<file path="src/rtl/traffic_light_monitor.sv">
// traffic_light_monitor: passive phase-order / phase-duration checker for a two-road light controller.
// Latency: 1 cycle from a tick sample to every registered output. No backpressure; observes only.
// Optional macro TRAFFIC_LIGHT_MONITOR_PHASE_COUNT_EN enables the completed-phase counter.
module traffic_light_monitor #(
  parameter int GREEN_DELAY  = 30,
  parameter int YELLOW_DELAY = 5,
  parameter int CNT_W        = 8
) (
  input  logic        clock,
  input  logic        reset_n,
  input  logic        tick,
  input  logic        r1,
  input  logic        y1,
  input  logic        g1,
  input  logic        r2,
  input  logic        y2,
  input  logic        g2,
  input  logic        clear_errors,
  output logic [1:0]  phase,
  output logic        phase_valid,
  output logic        illegal_pattern,
  output logic        seq_error,
  output logic        timing_error,
  output logic        fault,
  output logic [15:0] phase_count
);

  typedef enum logic [1:0] {IDLE = 2'd0, ALIGN = 2'd1, TRACK = 2'd2} state_t;

  state_t           state_q, state_d;
  logic [CNT_W-1:0] cnt_q, cnt_d;
  logic [1:0]       phase_q, phase_d;
  logic             valid_q, valid_d;
  logic             ill_q, ill_d;
  logic             seq_q, seq_d;
  logic             tim_q, tim_d;
  logic             fault_q, fault_d;

  logic [5:0]       lights;
  logic             legal;
  logic [1:0]       dec;
  logic             same;
  logic             succ;
  logic [CNT_W-1:0] exp_dur;
  logic [CNT_W-1:0] cnt_inc;
  logic             set_ill, set_seq, set_tim;

  assign lights = {r1, y1, g1, r2, y2, g2};

  // Decode the light pattern and derive the comparisons against the current phase.
  always_comb begin
    legal = 1'b1;
    dec   = 2'd0;
    case (lights)
      6'b100001: dec = 2'd0;  // RG
      6'b100010: dec = 2'd1;  // RY
      6'b001100: dec = 2'd2;  // GR
      6'b010100: dec = 2'd3;  // YR
      default:   legal = 1'b0;
    endcase
    same    = (dec == phase_q);
    succ    = (dec == phase_q + 2'd1);
    exp_dur = phase_q[0] ? CNT_W'(YELLOW_DELAY) : CNT_W'(GREEN_DELAY);
    cnt_inc = (cnt_q == {CNT_W{1'b1}}) ? cnt_q : cnt_q + 1'b1;
  end

  // Next-state: FSM, duration counter, phase and the per-sample error events.
  always_comb begin
    state_d = state_q;
    cnt_d   = cnt_q;
    phase_d = phase_q;
    valid_d = valid_q;
    set_ill = 1'b0;
    set_seq = 1'b0;
    set_tim = 1'b0;
    if (tick) begin
      if (!legal) begin
        set_ill = 1'b1;
        state_d = IDLE;
        cnt_d   = '0;
        valid_d = 1'b0;
      end else begin
        case (state_q)
          IDLE: begin
            state_d = ALIGN;
            phase_d = dec;
            valid_d = 1'b1;
            cnt_d   = CNT_W'(1);
          end
          ALIGN: begin
            // Partial phase: counted but never judged on length.
            if (same) begin
              cnt_d = cnt_inc;
            end else begin
              if (succ) state_d = TRACK;
              else      set_seq = 1'b1;
              phase_d = dec;
              cnt_d   = CNT_W'(1);
            end
          end
          TRACK: begin
            if (same) begin
              // Flag on the sample that makes the phase one tick too long.
              if (cnt_q == exp_dur) begin
                set_tim = 1'b1;
                state_d = ALIGN;
              end
              cnt_d = cnt_inc;
            end else begin
              if (succ) begin
                if (cnt_q != exp_dur) set_tim = 1'b1;
              end else begin
                set_seq = 1'b1;
                state_d = ALIGN;
              end
              phase_d = dec;
              cnt_d   = CNT_W'(1);
            end
          end
          default: begin
            state_d = IDLE;
            cnt_d   = '0;
            valid_d = 1'b0;
          end
        endcase
      end
    end
  end

  // Sticky flags: a detection in the same cycle overrides clear_errors.
  always_comb begin
    ill_d   = set_ill | (ill_q & ~clear_errors);
    seq_d   = set_seq | (seq_q & ~clear_errors);
    tim_d   = set_tim | (tim_q & ~clear_errors);
    fault_d = ill_d | seq_d | tim_d;
  end

  // State and output registers.
  always_ff @(posedge clock or negedge reset_n) begin
    if (!reset_n) begin
      state_q <= IDLE;
      cnt_q   <= '0;
      phase_q <= 2'd0;
      valid_q <= 1'b0;
      ill_q   <= 1'b0;
      seq_q   <= 1'b0;
      tim_q   <= 1'b0;
      fault_q <= 1'b0;
    end else begin
      state_q <= state_d;
      cnt_q   <= cnt_d;
      phase_q <= phase_d;
      valid_q <= valid_d;
      ill_q   <= ill_d;
      seq_q   <= seq_d;
      tim_q   <= tim_d;
      fault_q <= fault_d;
    end
  end

  assign phase           = phase_q;
  assign phase_valid     = valid_q;
  assign illegal_pattern = ill_q;
  assign seq_error       = seq_q;
  assign timing_error    = tim_q;
  assign fault           = fault_q;

`ifdef TRAFFIC_LIGHT_MONITOR_PHASE_COUNT_EN
  logic [15:0] phase_count_q, phase_count_d;
  logic        adv_ok;

  // A checked phase completes on an in-order, correct-length TRACK transition.
  always_comb begin
    adv_ok        = tick & legal & (state_q == TRACK) & succ & (cnt_q == exp_dur);
    phase_count_d = phase_count_q + {15'd0, adv_ok};
  end

  // Completed-phase counter, cleared only by reset.
  always_ff @(posedge clock or negedge reset_n) begin
    if (!reset_n) phase_count_q <= 16'd0;
    else          phase_count_q <= phase_count_d;
  end

  assign phase_count = phase_count_q;
`else
  assign phase_count = 16'd0;
`endif

endmodule

</file>
<file path="config.mk">
export PLATFORM = sky130hd
export DESIGN_NAME = traffic_light_monitor
export DESIGN_NICKNAME = d
export VERILOG_FILES = /design/src/rtl/traffic_light_monitor.sv
export SDC_FILE = /design/constraint.sdc
export NUM_CORES = 1
export LEC_CHECK = 0
export BUFFER_PORTS_ARGS = -buffer_cell sky130_fd_sc_hd__buf_2
export CORE_MARGIN = 3
export CORE_UTILIZATION = 53
export DETAILED_ROUTE_END_ITERATION = 7
export HOLD_SLACK_MARGIN = 0.1
export PLACE_DENSITY = 0.89
export RECOVER_POWER = 50
export SLEW_MARGIN = 20
export SYNTH_ARGS = -nofsm -noshare
export SYNTH_HDL_FRONTEND = slang
export SYNTH_SLANG_ARGS = --single-unit
</file>
<file path="constraint.sdc">
create_clock -name clock -period 2.1 [get_ports clock]
set_input_delay 0.63 -clock clock [delete_from_list [all_inputs] [get_ports clock]]
set_output_delay 0.63 -clock clock [all_outputs]
set_load 0.05 [all_outputs]
</file>
==> flow_metrics.env <==
export IMPL_core_area_sq_um=2300
export IMPL_cts_tree="done"
export IMPL_ys_ff_latch=17
export IMPL_setup_worst_path_start="r1"
export IMPL_hold_violations=0
export IMPL_r2r_slack_ns=-0.02
export IMPL_initial_core_util_pct=58.3
export IMPL_path_delay_family="simple AND/OR/NAND/NOR gates"
export IMPL_critical_path_class="in -> reg"
export IMPL_path_buf_inv=1
export IMPL_htree_num_levels=1
export IMPL_grt_pass1_vias=1340
export IMPL_drt_vias_per_instance=6.07
export IMPL_fmax_ghz=0.456
export IMPL_io_buffers=16
export IMPL_grt_usage_pct=23.9
export IMPL_reg2reg_from="cnt_q[0]$_DFFE_PN0P_"
export IMPL_numCtsBuffers=3
export IMPL_postSynthAreaPerCell_sq_um=9.36
export IMPL_arrival_ns=2.45
export IMPL_clk_path_buf_depth=2
export IMPL_clk_pin_slew_ns=0.12
export IMPL_grt_max_degree=18
export IMPL_first_pass_iters=4
export IMPL_start_kind="input pin"
export IMPL_worstPathRequired_ns=2.35
export IMPL_fin_hold_ws_ns=0.433
export IMPL_drive_gt1_share_pct=41.5
export IMPL_r2r_cells=6
export IMPL_ant_nets=0
export IMPL_layout_commonest_cell="buf_4"
export IMPL_drtIter0Drc=53
export IMPL_die_w_um=56.3
export IMPL_ys_types=47
export IMPL_cts_root_buf="clkbuf_4"
export IMPL_finClkSkew_ns=0.00497
export IMPL_num_io_pins=33
export IMPL_setup_violations=11
export IMPL_netlist_area_sq_um=1340
export IMPL_cp_max_fo=7
export IMPL_die_area_sq_um=3170
export IMPL_antenna_found_initial=0
export IMPL_pre_cts_ws_ns=-0.485
export IMPL_num_rows=17
export IMPL_layout_common_cells="26 x buf_4, 16 x conb_1, 16 x dfrtp_1"
export IMPL_slew_violations=0
export IMPL_cpMaxStageDelayCell="or4b_4"
export IMPL_synthCells=143
export IMPL_die_y_um=56.3
export IMPL_yosysSeqAreaShare_pct=31.8
export IMPL_cp_depth=7
export IMPL_slew_headroom_pct=35.0
export IMPL_worst_pin_slew_ns=0.975
export IMPL_place_hpwl_um=2700
export IMPL_async_flop_share_pct=100
export IMPL_worstSetupEndpointType="register"
export IMPL_grt_use_met1_pct=27.1
export IMPL_totalWireLength_um=3820
export IMPL_n_fill_cell=146
export IMPL_grt_busiest_layer="met2"
export IMPL_synth_edf_count=0
export IMPL_vias=1312
export IMPL_cpPeakStageDelay_ns=0.56
export IMPL_gp_congestion=0.914
export IMPL_grt_setup_unrepaired="true"
export IMPL_endpoint="state_q[0]$_DFFE_PN0P_"
export IMPL_final_nets=204
export IMPL_path_cells="buf_6 > or4b_4 > or3_4 > nand2_8 > nor3_2 > o311ai_2 > mux2i_1"
export IMPL_synth_top_cell_by_area="dfrtp_1"
export IMPL_peakVddDrop_v=0.000538
export IMPL_drc_errors=0
export IMPL_diodes=0
export IMPL_grt_use_met3_pct=6.44
export IMPL_total_power_uw=913
export IMPL_hp_class="in -> async"
export IMPL_ys_flop_type="dfrtp_1"
export IMPL_grt_overflow=0
export IMPL_finalCritPeriodShare_pct=105
export IMPL_clk_latency_ns=0.32
export IMPL_postLayoutSetupSlackWorst_ns=-0.0946
export IMPL_status="finished, violations left"
export IMPL_ys_top_cells_by_area="dfrtp_1 32%, buf_4 9.0%, ha_1 4.7%, o21ai_1 4.5%, nand4bb_1 3.4%"
export IMPL_yosys_warnings=0
export IMPL_ctsHoldBuffers=0
export IMPL_p_leak_nw=0.774
export IMPL_synth_top_area_share_pct=31.8
export IMPL_wl_per_cell_um=17.7
export IMPL_clkSinkCount=17
export IMPL_maxCapViolations=0
export IMPL_power_per_cell_area_nw_per_um2=512
export IMPL_grt_pass1_wl_um=6090
export IMPL_r2r_end="fault$_DFF_PN0_"
export IMPL_met2_usage_pct=41.2
export IMPL_syn_to_final_growth_pct=33.2
export IMPL_violations="negative setup slack"
export IMPL_period_needed_ns=2.19
[cells in the mapped netlist, types with 2 or more instances]
| master | count |
|---|---|
| buf_4 | 16 |
| inv_1 | 7 |
| o21ai_0 | 2 |
| o21ai_1 | 12 |
| nand2b_1 | 3 |
| nand2_1 | 10 |
| o311ai_1 | 2 |
| a211o_1 | 2 |
| nand4bb_1 | 4 |
| nor2_1 | 6 |
| nor4b_1 | 2 |
| nand3_1 | 6 |
| xnor2_1 | 2 |
| o21bai_1 | 2 |
| nand4_1 | 3 |
| ha_1 | 5 |
| a21oi_1 | 3 |
| nor4_1 | 6 |
| nor3_1 | 2 |
| and3_1 | 3 |
| mux2i_1 | 2 |
| a32o_1 | 2 |
| dfrtp_1 | 17 |
[what timing repair did]
item	CTS	global route
buffers inserted	0	2
gates resized for setup	11	12
endpoints found under the setup margin	14	14
pin swaps	3	2
[area by class of cell]
class | count | area (sq um) | area share (%)
clock buffer | 3 | 22.5 | 1.26
timing repair buffer | 43 | 292 | 16.4
sequential | 17 | 427 | 23.9
multi-input combinational | 117 | 973 | 54.6
clock inverter | 1 | 7.51 | 0.421
tap | 28 | 35.0 | 1.96
inverter | 7 | 26.3 | 1.47
[state kept, by name, indices dropped and copies added, names as in the netlist]
signal           count
state_q              2
phase_valid          1
illegal_pattern      1
cnt_q                8
timing_error         1
fault                1
seq_error            1
phase                2
[worst min path at each step]
stage / cells after the start / startpoint / end
after global routing: 1 / reset_n / cnt_q[6]$_DFFE_PN0P_
after global placement: 1 / phase_valid$_DFFE_PN0P_ / phase_valid$_DFFE_PN0P_
after detailed placement: 1 / cnt_q[7]$_DFFE_PN0P_ / cnt_q[7]$_DFFE_PN0P_
final: 1 / reset_n / phase[1]$_DFFE_PN0P_
after floorplan: 0 / reset_n / cnt_q[0]$_DFFE_PN0P_
after CTS: 1 / reset_n / cnt_q[2]$_DFFE_PN0P_
[routing by layer]
metal,up-vias,wire length (um)
li1,605,-
met1,639,1420
met2,56,2020
met3,12,282
met4,0,88
met5,-,0
[where the power goes]
part / total [mW] / switching, mW / internal (mW)
clock network: 0.201 / 0.128 / 0.0730
logic: 0.363 / 0.257 / 0.106
registers: 0.349 / 0.00833 / 0.340
[logic make-up (layout without fill, tap and decap cells)]
group | count (synthesis) | after routing | synth area share (%)
mux | 3 | 3 | 2.34
compound gates | 36 | 36 | 21.3
buf+inv | 24 | 54 | 11.2
xor+xnor | 3 | 3 | 2.52
other cells | 1 | 16 | 0.280
fa+ha+maj | 5 | 5 | 4.67
simple gates | 54 | 54 | 25.9
flops | 17 | 17 | 31.8
[metrics by stage]
| step | utilization (%) | setup TNS (ns) | area [sq um] | instances |
|---|---|---|---|---|
| finish | 77.6 | -0.480 | 1780 | 216 |
| global route | 77.6 | -1.23 | 1780 | 216 |
| CTS | 73.9 | -0.532 | 1700 | 214 |
| detailed placement | 70.2 | -6.57 | 1610 | 210 |
| global placement | 70.2 | -5.57 | 1610 | 210 |
| floorplan | - | -2.47 | 1430 | 158 |
(Power assumes the default switching activity.)
